<file path="src/rtl/fft_job_ctrl_pkg.sv">
// Shared definitions for the FFT job controller: register map,
// STATUS field offsets and the per-channel state encoding.
package fft_job_ctrl_pkg;

  localparam logic [2:0] ADDR_CTRL     = 3'd0;
  localparam logic [2:0] ADDR_STATUS   = 3'd1;
  localparam logic [2:0] ADDR_IRQ_EN   = 3'd2;
  localparam logic [2:0] ADDR_TIMEOUT  = 3'd3;
  localparam logic [2:0] ADDR_CH_SEL   = 3'd4;
  localparam logic [2:0] ADDR_LAST_CYC = 3'd5;
  localparam logic [2:0] ADDR_BUSY_IN  = 3'd6;

  localparam int OFF_ACTIVE  = 0;
  localparam int OFF_DONE    = 8;
  localparam int OFF_TIMEOUT = 16;
  localparam int OFF_OVERRUN = 24;

  // Offset of the timeout-enable field inside IRQ_EN.
  localparam int OFF_EN_TO = 8;

  typedef enum logic [1:0] {
    IDLE  = 2'd0,
    START = 2'd1,
    WAIT  = 2'd2
  } chan_state_e;

endpackage

</file>
<file path="src/rtl/fft_job_chan.sv">
// One job channel: start/wait FSM, saturating cycle counter, latched
// job latency and the done / timeout / overrun sticky flags.
module fft_job_chan
  import fft_job_ctrl_pkg::*;
#(
  parameter int CNT_W = 16
) (
  input  logic             clk,
  input  logic             reset,
  input  logic             start_req,
  input  logic [2:0]       clr_mask,   // [0] done, [1] timeout, [2] overrun
  input  logic [CNT_W-1:0] timeout,
  input  logic             job_done,
  output logic             job_start,
  output logic             active,
  output logic             done_flag,
  output logic             to_flag,
  output logic             ovr_flag,
  output logic [CNT_W-1:0] last_cyc
);

  chan_state_e      state_q, state_d;
  logic [CNT_W-1:0] cnt_q, cnt_d;
  logic [CNT_W-1:0] last_q, last_d;
  logic             done_q, done_d;
  logic             to_q, to_d;
  logic             ovr_q, ovr_d;
  logic             to_hit;
  logic             done_evt;
  logic             to_evt;

  // A zero TIMEOUT expires on the first WAIT cycle even though the count is already 1.
  assign to_hit   = (cnt_q == timeout) || (timeout == '0);
  assign done_evt = (state_q == WAIT) && job_done;
  assign to_evt   = (state_q == WAIT) && !job_done && to_hit;

  // State and datapath registers, synchronously cleared.
  always_ff @(posedge clk) begin
    if (reset) begin
      state_q <= IDLE;
      cnt_q   <= '0;
      last_q  <= '0;
      done_q  <= 1'b0;
      to_q    <= 1'b0;
      ovr_q   <= 1'b0;
    end else begin
      state_q <= state_d;
      cnt_q   <= cnt_d;
      last_q  <= last_d;
      done_q  <= done_d;
      to_q    <= to_d;
      ovr_q   <= ovr_d;
    end
  end

  // Next-state logic; done takes priority over the timeout compare.
  always_comb begin
    state_d = state_q;
    unique case (state_q)
      IDLE:    if (start_req) state_d = START;
      START:   state_d = WAIT;
      WAIT:    if (job_done || to_hit) state_d = IDLE;
      default: state_d = IDLE;
    endcase
  end

  // Counter, latency latch and stickies; a set beats a same-cycle clear.
  always_comb begin
    cnt_d = cnt_q;
    unique case (state_q)
      IDLE:    if (start_req) cnt_d = '0;
      START:   cnt_d = CNT_W'(1);
      WAIT:    if (cnt_q != '1) cnt_d = cnt_q + CNT_W'(1);
      default: cnt_d = cnt_q;
    endcase
    last_d = done_evt ? cnt_q : last_q;
    done_d = (done_q & ~clr_mask[0]) | done_evt;
    to_d   = (to_q & ~clr_mask[1]) | to_evt;
    ovr_d  = (ovr_q & ~clr_mask[2]) | (start_req && (state_q != IDLE));
  end

  // Moore outputs decoded from the current state and flags.
  always_comb begin
    job_start = (state_q == START);
    active    = (state_q != IDLE);
    done_flag = done_q;
    to_flag   = to_q;
    ovr_flag  = ovr_q;
    last_cyc  = last_q;
  end

endmodule

</file>
<file path="src/rtl/fft_job_ctrl.sv">
// Avalon-MM job controller for the reverb FFT wrappers: register
// decode, shared configuration, readback mux and the interrupt.
module fft_job_ctrl
  import fft_job_ctrl_pkg::*;
#(
  parameter int N_CH        = 2,
  parameter int CNT_W       = 16,
  parameter int TIMEOUT_RST = 50000
) (
  input  logic            clk,
  input  logic            reset,
  input  logic [2:0]      avs_address,
  input  logic            avs_read,
  input  logic            avs_write,
  input  logic [31:0]     avs_writedata,
  output logic [31:0]     avs_readdata,
  output logic            irq,
  output logic [N_CH-1:0] job_start,
  input  logic [N_CH-1:0] job_busy,
  input  logic [N_CH-1:0] job_done
);

  logic [N_CH-1:0]  done_en_q, done_en_d;
  logic [N_CH-1:0]  to_en_q, to_en_d;
  logic [CNT_W-1:0] timeout_q, timeout_d;
  logic [2:0]       ch_sel_q, ch_sel_d;
  logic [31:0]      rdata_q, rdata_d;

  logic             wr_ctrl;
  logic             wr_status;
  logic [N_CH-1:0]  active;
  logic [N_CH-1:0]  done_flag;
  logic [N_CH-1:0]  to_flag;
  logic [N_CH-1:0]  ovr_flag;
  logic [CNT_W-1:0] last_cyc [N_CH];
  logic [CNT_W-1:0] last_sel;
  logic             unused_wdata;

  assign wr_ctrl      = avs_write && (avs_address == ADDR_CTRL);
  assign wr_status    = avs_write && (avs_address == ADDR_STATUS);
  assign unused_wdata = ^avs_writedata;

  for (genvar i = 0; i < N_CH; i++) begin : g_chan
    fft_job_chan #(
      .CNT_W(CNT_W)
    ) u_chan (
      .clk       (clk),
      .reset     (reset),
      .start_req (wr_ctrl && avs_writedata[i]),
      .clr_mask  ({avs_writedata[OFF_OVERRUN+i],
                   avs_writedata[OFF_TIMEOUT+i],
                   avs_writedata[OFF_DONE+i]} & {3{wr_status}}),
      .timeout   (timeout_q),
      .job_done  (job_done[i]),
      .job_start (job_start[i]),
      .active    (active[i]),
      .done_flag (done_flag[i]),
      .to_flag   (to_flag[i]),
      .ovr_flag  (ovr_flag[i]),
      .last_cyc  (last_cyc[i])
    );
  end

  // Configuration and readback registers, synchronously cleared.
  always_ff @(posedge clk) begin
    if (reset) begin
      done_en_q <= '0;
      to_en_q   <= '0;
      timeout_q <= CNT_W'(TIMEOUT_RST);
      ch_sel_q  <= '0;
      rdata_q   <= '0;
    end else begin
      done_en_q <= done_en_d;
      to_en_q   <= to_en_d;
      timeout_q <= timeout_d;
      ch_sel_q  <= ch_sel_d;
      rdata_q   <= rdata_d;
    end
  end

  // Writes to the configuration registers; unimplemented bits are dropped.
  always_comb begin
    done_en_d = done_en_q;
    to_en_d   = to_en_q;
    timeout_d = timeout_q;
    ch_sel_d  = ch_sel_q;
    if (avs_write) begin
      case (avs_address)
        ADDR_IRQ_EN: begin
          done_en_d = avs_writedata[N_CH-1:0];
          to_en_d   = avs_writedata[OFF_EN_TO +: N_CH];
        end
        ADDR_TIMEOUT: timeout_d = avs_writedata[CNT_W-1:0];
        ADDR_CH_SEL:  ch_sel_d  = avs_writedata[2:0];
        default:      ;
      endcase
    end
  end

  // Selects the latency of the channel named by CH_SEL; absent channels read 0.
  always_comb begin
    last_sel = '0;
    for (int i = 0; i < N_CH; i++) begin
      if (ch_sel_q == 3'(i)) last_sel = last_cyc[i];
    end
  end

  // Read mux, captured on a read strobe and held until the next read.
  always_comb begin
    rdata_d = rdata_q;
    if (avs_read) begin
      rdata_d = '0;
      case (avs_address)
        ADDR_STATUS: begin
          for (int i = 0; i < N_CH; i++) begin
            rdata_d[OFF_ACTIVE+i]  = active[i];
            rdata_d[OFF_DONE+i]    = done_flag[i];
            rdata_d[OFF_TIMEOUT+i] = to_flag[i];
            rdata_d[OFF_OVERRUN+i] = ovr_flag[i];
          end
        end
        ADDR_IRQ_EN: begin
          rdata_d[N_CH-1:0]          = done_en_q;
          rdata_d[OFF_EN_TO +: N_CH] = to_en_q;
        end
        ADDR_TIMEOUT:  rdata_d[CNT_W-1:0] = timeout_q;
        ADDR_CH_SEL:   rdata_d[2:0]       = ch_sel_q;
        ADDR_LAST_CYC: rdata_d[CNT_W-1:0] = last_sel;
        ADDR_BUSY_IN:  rdata_d[N_CH-1:0]  = job_busy;
        default:       rdata_d = '0;
      endcase
    end
  end

  // Level interrupt from enabled done and timeout stickies.
  always_comb begin
    avs_readdata = rdata_q;
    irq          = |((done_flag & done_en_q) | (to_flag & to_en_q));
  end

endmodule

</file>
<file path="config.mk">
export PLATFORM = sky130hd
export DESIGN_NAME = fft_job_ctrl
export DESIGN_NICKNAME = d
export VERILOG_FILES = /design/src/rtl/fft_job_ctrl_pkg.sv /design/src/rtl/fft_job_chan.sv /design/src/rtl/fft_job_ctrl.sv
export SDC_FILE = /design/constraint.sdc
export NUM_CORES = 1
export LEC_CHECK = 0
export CORE_MARGIN = 10
export CORE_UTILIZATION = 50
export CTS_CLUSTER_SIZE = 8
export DETAILED_ROUTE_END_ITERATION = 6
export PLACE_DENSITY = 0.76
export SLEW_MARGIN = 20
export SYNTH_ARGS = -nofsm -noshare
export SYNTH_HDL_FRONTEND = slang
export SYNTH_SLANG_ARGS = --single-unit
</file>
<file path="constraint.sdc">
create_clock -name clk -period 2.1 [get_ports clk]
set_input_delay 0.21 -clock clk [delete_from_list [all_inputs] [get_ports clk]]
set_output_delay 0.21 -clock clk [all_outputs]
set_load 0.005 [all_outputs]
</file>
* Word level (Yosys, flattened, before mapping) *
Index checks and enable logic that the tools add are counted.
Widths: inputs -> output; s select.

operators by class
  add/subtract/negate cells = 2
  eq/ne operators = 21
  muxes and demuxes = 21
  bitwise operators = 23
  reduce and logical (&&, ||, !) cells = 35

operator list
  kind                   number
  $mux 16                6
  $pmux 16 s3            2
  $add 16x1->16 const B  2
  $eq 16x16->1           2
  $ne 16x16->1 const B   2
  $logic_not 16->1       1
  $logic_and 1x1->1      12
  $mux 2                 6
  $pmux 2 s3             2
  $pmux 2 s6             1
  $pmux 6 s2             1
  $pmux 5 s2             1
  $reduce_and 2->1       5
  $eq 3x3->1 const B     3
  $ne 2x2->1 const B     4
  $pmux 2 s4             1
  $and 1x1->1            6
  $and 3x3->3            2
  $eq 3x1->1 const B     2
  $eq 3x2->1 const B     2
  $logic_not 3->1        2
  $not 1->1              6
  $or 1x1->1             6
  $reduce_and 3->1       2
  other kinds (12)       23

storage, ports and cells
  bits in registers = 117
  bits of input ports = 43
  output and inout bits = 35
  word-level logic and storage cells = 119

* Depth between registers and ports, before layout *
Gate-level depths: netlist (run 1).

  word-level depth = 6
  gate-level depth with buffers = 8

* Cells and area by module *
A second synthesis (run 1) with hierarchy kept.

second synthesis, totals
  cells, all modules = 729
  area, all modules = 6168.4 um2

modules (own cells, without submodules)
  module        instances  cells an instance  area an instance (um2)  seq. area each (um2)
  fft_job_chan  2          235                1930.6                  740.7
  fft_job_ctrl  1          259                2307.2                  860.8

* Worst setup path after synthesis (run 1) *
Ideal clock, no wire load.

  path type = flip-flop to flip-flop
  from = reg g_chan[0].u_chan.state_q[0]
  to = reg g_chan[0].u_chan.cnt_q[12]
  setup time = 0.072 ns
  arrival time = 1.954 ns
  data required time = 2.028 ns
  setup slack = 0.073 ns
  stages on the path, launching flop included = 9
  buffers on the path = 1
  period minus slack after synthesis = 2.027 ns
  path through = dfxtp_1 -> inv_1 -> ha_1 -> nand4_1 -> o31ai_1 -> or3_1 -> clkbuf_1 -> or4_1 -> a21oi_1

on the way
  word-level cells in the longest chain between the ends = 3
  elaborated cells between the ends (all ways) = 8
  those cells by class = eq/ne: 4; mux: 1; reduce/logical: 3

RTL lines
  element                                                    line                RTL
  start: declaration                                         fft_job_chan.sv:22  chan_state_e state_q, state_d;
  start signal: assignment                                   fft_job_chan.sv:47  state_q <= state_d;
  $eq 2x2->1, or another cell as far along                   fft_job_chan.sv:70  unique case (state_q)
  $ne 2x2->1 (no source line), or another cell as far along  -
  $reduce_and 3->1 (no source line)                          -
  end signal: assignment                                     fft_job_chan.sv:48  cnt_q <= cnt_d;
  end: declaration                                           fft_job_chan.sv:23  logic [CNT_W-1:0] cnt_q, cnt_d;

Parallel ways exist; a longest one is shown, timed or not.
A chain may end at the register's enable or synchronous reset.

* Final worst setup path (run 1) *
  from = in avs_address[0]
  to = reg g_chan[0].u_chan.cnt_q[12]

on the way
  word-level cells in the longest chain between the ends = 5

RTL lines
  element                            line                RTL
  start: declaration                 fft_job_ctrl.sv:12  input logic [2:0] avs_address,
  $logic_not 3->1                    fft_job_ctrl.sv:39  assign wr_ctrl = avs_write && (avs_address == ADDR_CTRL);
  $logic_and 1x1->1                  fft_job_ctrl.sv:39
  $logic_and 1x1->1                  fft_job_ctrl.sv:49  .start_req (wr_ctrl && avs_writedata[i]),
  $ne 2x1->1 (no source line)        -
  $reduce_and 3->1 (no source line)  -

No other way between the ends.

==> results of run 1 <==
metrics by stage:
step	worst slack, ps	utilization
after global routing	-8.00	0.657
final	51.8	0.657
after CTS	18.4	0.652
after floorplan	73.5	-
after global placement	-328	0.599
after detailed placement	-397	0.599
cell type report:
| class | instances | share of cell area |
|---|---|---|
| clock inverter | 14 | 0.0232 |
| tap | 143 | 0.0235 |
| sequential | 117 | 0.309 |
| multi-input combinational | 574 | 0.443 |
| clock buffer | 18 | 0.0578 |
| inverter | 12 | 0.00592 |
| timing repair buffer | 117 | 0.138 |
sequential cells by signal, indices dropped and copies added, names as in the netlist:
name / flops
g_chan.u_chan.cnt_q: 32
g_chan.u_chan.last_cyc: 32
avs_readdata: 20
timeout_q: 16
g_chan.u_chan.state_q: 4
ch_sel_q: 3
done_en_q: 2
g_chan.u_chan.done_flag: 2
g_chan.u_chan.ovr_flag: 2
g_chan.u_chan.to_flag: 2
to_en_q: 2
routing by layer:
| metal | track usage | vias to the layer above |
|---|---|---|
| li1 | - | 2800 |
| met1 | 0.264 | 2769 |
| met2 | 0.352 | 273 |
| met3 | 0.0502 | 47 |
| met4 | 0.107 | 0 |
| met5 | 0 | - |
cells in the final DEF (no fill, tap or decap), types with 4 or more instances in the layout:
cell type	n
mux2i_1	26
nor2_1	63
a22oi_1	4
xor2_1	16
nand4_1	11
nor2b_1	11
inv_1	12
nand2_1	143
and2_1	7
ha_1	10
a21oi_1	86
clkdlybuf4s50_1	51
o22ai_1	10
conb_1	12
a211oi_1	12
and3_1	8
xnor2_1	18
o21ai_0	17
buf_4	61
clkinv_4	5
a22o_1	10
nor3_1	6
clkbuf_16	17
nand3_1	25
dfxtp_1	114
nor4_1	19
worst max-delay path by stage:
stage,to
2_1_floorplan,g_chan[0].u_chan.cnt_q[12]$_SDFFE_PP0P_
3_3_place_gp,g_chan[0].u_chan.cnt_q[15]$_SDFFE_PP0P_
3_5_place_dp,g_chan[0].u_chan.cnt_q[12]$_SDFFE_PP0P_
4_1_cts,g_chan[0].u_chan.cnt_q[12]$_SDFFE_PP0P_
5_1_grt,g_chan[0].u_chan.cnt_q[12]$_SDFFE_PP0P_
6_report,g_chan[0].u_chan.cnt_q[12]$_SDFFE_PP0P_
worst max-delay path: cells and delay by family:
kind	cells	cell delay, ps
buffers and inverters	2	660
and+or+nand+nor	3	1300
AOI/OAI and AO/OA	2	230
logic make-up after synthesis:
logic type               after synthesis  share of synthesized area
adder cells (fa/ha/maj)               11                     0.0230
XOR/XNOR                              34                     0.0498
AND/OR/NAND/NOR                      316                      0.246
AO/OA/AOI/OAI                        172                      0.182
multiplexers                          29                     0.0491
flip-flops                           117                      0.391
buffers and inverters                 77                     0.0579
other                                  1                   0.000627
power by group:
group	switching [W]	internal [W]	leakage (nW)
clock	0.00107	0.00190	0.297
sequential	0.0000412	0.00226	0.948
combinational	0.000316	0.000294	1.52
repair_timing:
item                       4_1_cts  5_1_grt
buffers inserted                 0        1
resized for setup                0       13
hold buffers                     0        0
setup endpoints to repair        0       17
==> flow_summary.toml, run 1 <==
[cells_and_area]
area_growth_pct = 27.1
antennaDiodeCount = 0
regArea_sq_um = 2350
multi_input_area_sq_um = 3370
num-fill-cells = 949
nets = 893
final_area_sq_um = 7600
drive_above_1_share = 0.137
instances_no_fill = 995

[logic_synthesis]
synthFlopType = "dfxtp_1"
syn_inst = 757
ys_types = 61
synth_top_area_share = 0.391
synthArstFlopShare = 0
synth-edff-count = 0
avgSynthCellArea_sq_um = 7.91
yosysWarnings = 0
ys_ff_latch = 117
synth_area_leaders = "dfxtp_1 39%, nand2_1 9.0%, a21oi_1 7.4%"
seq_area_frac_synth = 0.391
synth_top_area_cell = "dfxtp_1"
netlist_top_cells_count = "143 x nand2_1, 117 x dfxtp_1, 88 x a21oi_1, 63 x nor2_1, 45 x clkbuf_1"
synth.most_common_cell = "nand2_1"
synth.cell_area_sq_um = 5980

[critical_path]
endpoint_kind = "register"
cp-startpoint = "avs_address[0]"
path_cells = "clkdlybuf4s50_1 -> nor4b_4 -> buf_4 -> a21boi_2 -> or3_4 -> or4_1 -> a21oi_2"
critPathSlowestCell = "or4_1"
arrival_ps = 2400
r2r_setup_slack_ps = 90
crit_path_max_fanout = 7
cp-start-kind = "input pin"
max_stage_delay_ps = 510
path_class = "in -> reg"
reg2reg_from = "g_chan[0].u_chan.state_q[0]$_SDFFE_PP0P_"
required_ps = 2450
timing.rr.end = "g_chan[0].u_chan.cnt_q[12]$_SDFFE_PP0P_"
reg2reg_depth = 7

[clock_tree]
clk_pin_slew_ps = 50
cts_tree = "built"
htree_levels = 4
clockRootBuffer = "clkbuf_16"
numCtsBuffers = 17
cts_sinks = 117
insertion_delay_ps = 420
clockBufferDepth = 2

[sta]
hold_viol_final = 0
period_share = 0.975
fin_setup_tns_ps = 0
relSlewSlack = 0.484
fin_skew_ps = 7.68
min_period_ps = 2050
tightest_slew_ps = 775
whs_ps = 229
setup_viol = 0
clock.fmax_ghz = 0.488
rsz0062_at_grt = "yes"
drv_slew = 0

[routing]
wl_per_cell_um = 18.3
via_per_inst = 5.92
first_pass_iters = 5
top_layer_used = "met4"
drtIter0Drc = 566
drc_errors = 0
antenna_left = 0
wl_met1_um = 7710
wl_met3_um = 1500
vias = 5889
routed_wl_um = 18200
dr_wl_met2_um = 8420

[min_path]
min_path_cells = 4
hp-start = "reset"
hp-class = "in -> reg"
min_to = "timeout_q[15]$_SDFFE_PP1P_"

[power]
total_power_w = 0.00589
leakage_nw = 2.76
power_density_nw_per_um2 = 774
vdd_drop_max_uv = 622

[floorplan]
dieArea_sq_um = 16700
die_w_um = 129
rows = 39
ios = 78
start_util = 0.517
die_h_um = 129
core_area_sq_um = 11600

[outcome]
status = "finished, final reports clean"

[run]
maxCapViolCount = 0

[grt]
grt_overflow = 0
grt_pass1_wl_um = 28900
grt_pass1_vias = 5557
grt_max_degree = 72
track_usage = 0.217
antenna_found_initial = 0

[place]
place.gp.congestion = 1.00
dp_hpwl_um = 13400
dpl-instance-area_sq_um = 6930
portBuffers = 53
dpl.cell_count = 962
(Power assumes the default switching activity.)
==> run 2, diff against run 1 <==
CTS_CLUSTER_SIZE = not set   (was 8)
==> results of run 2 <==
No change in the layout: final DEF, timing and power equal those of run 1.
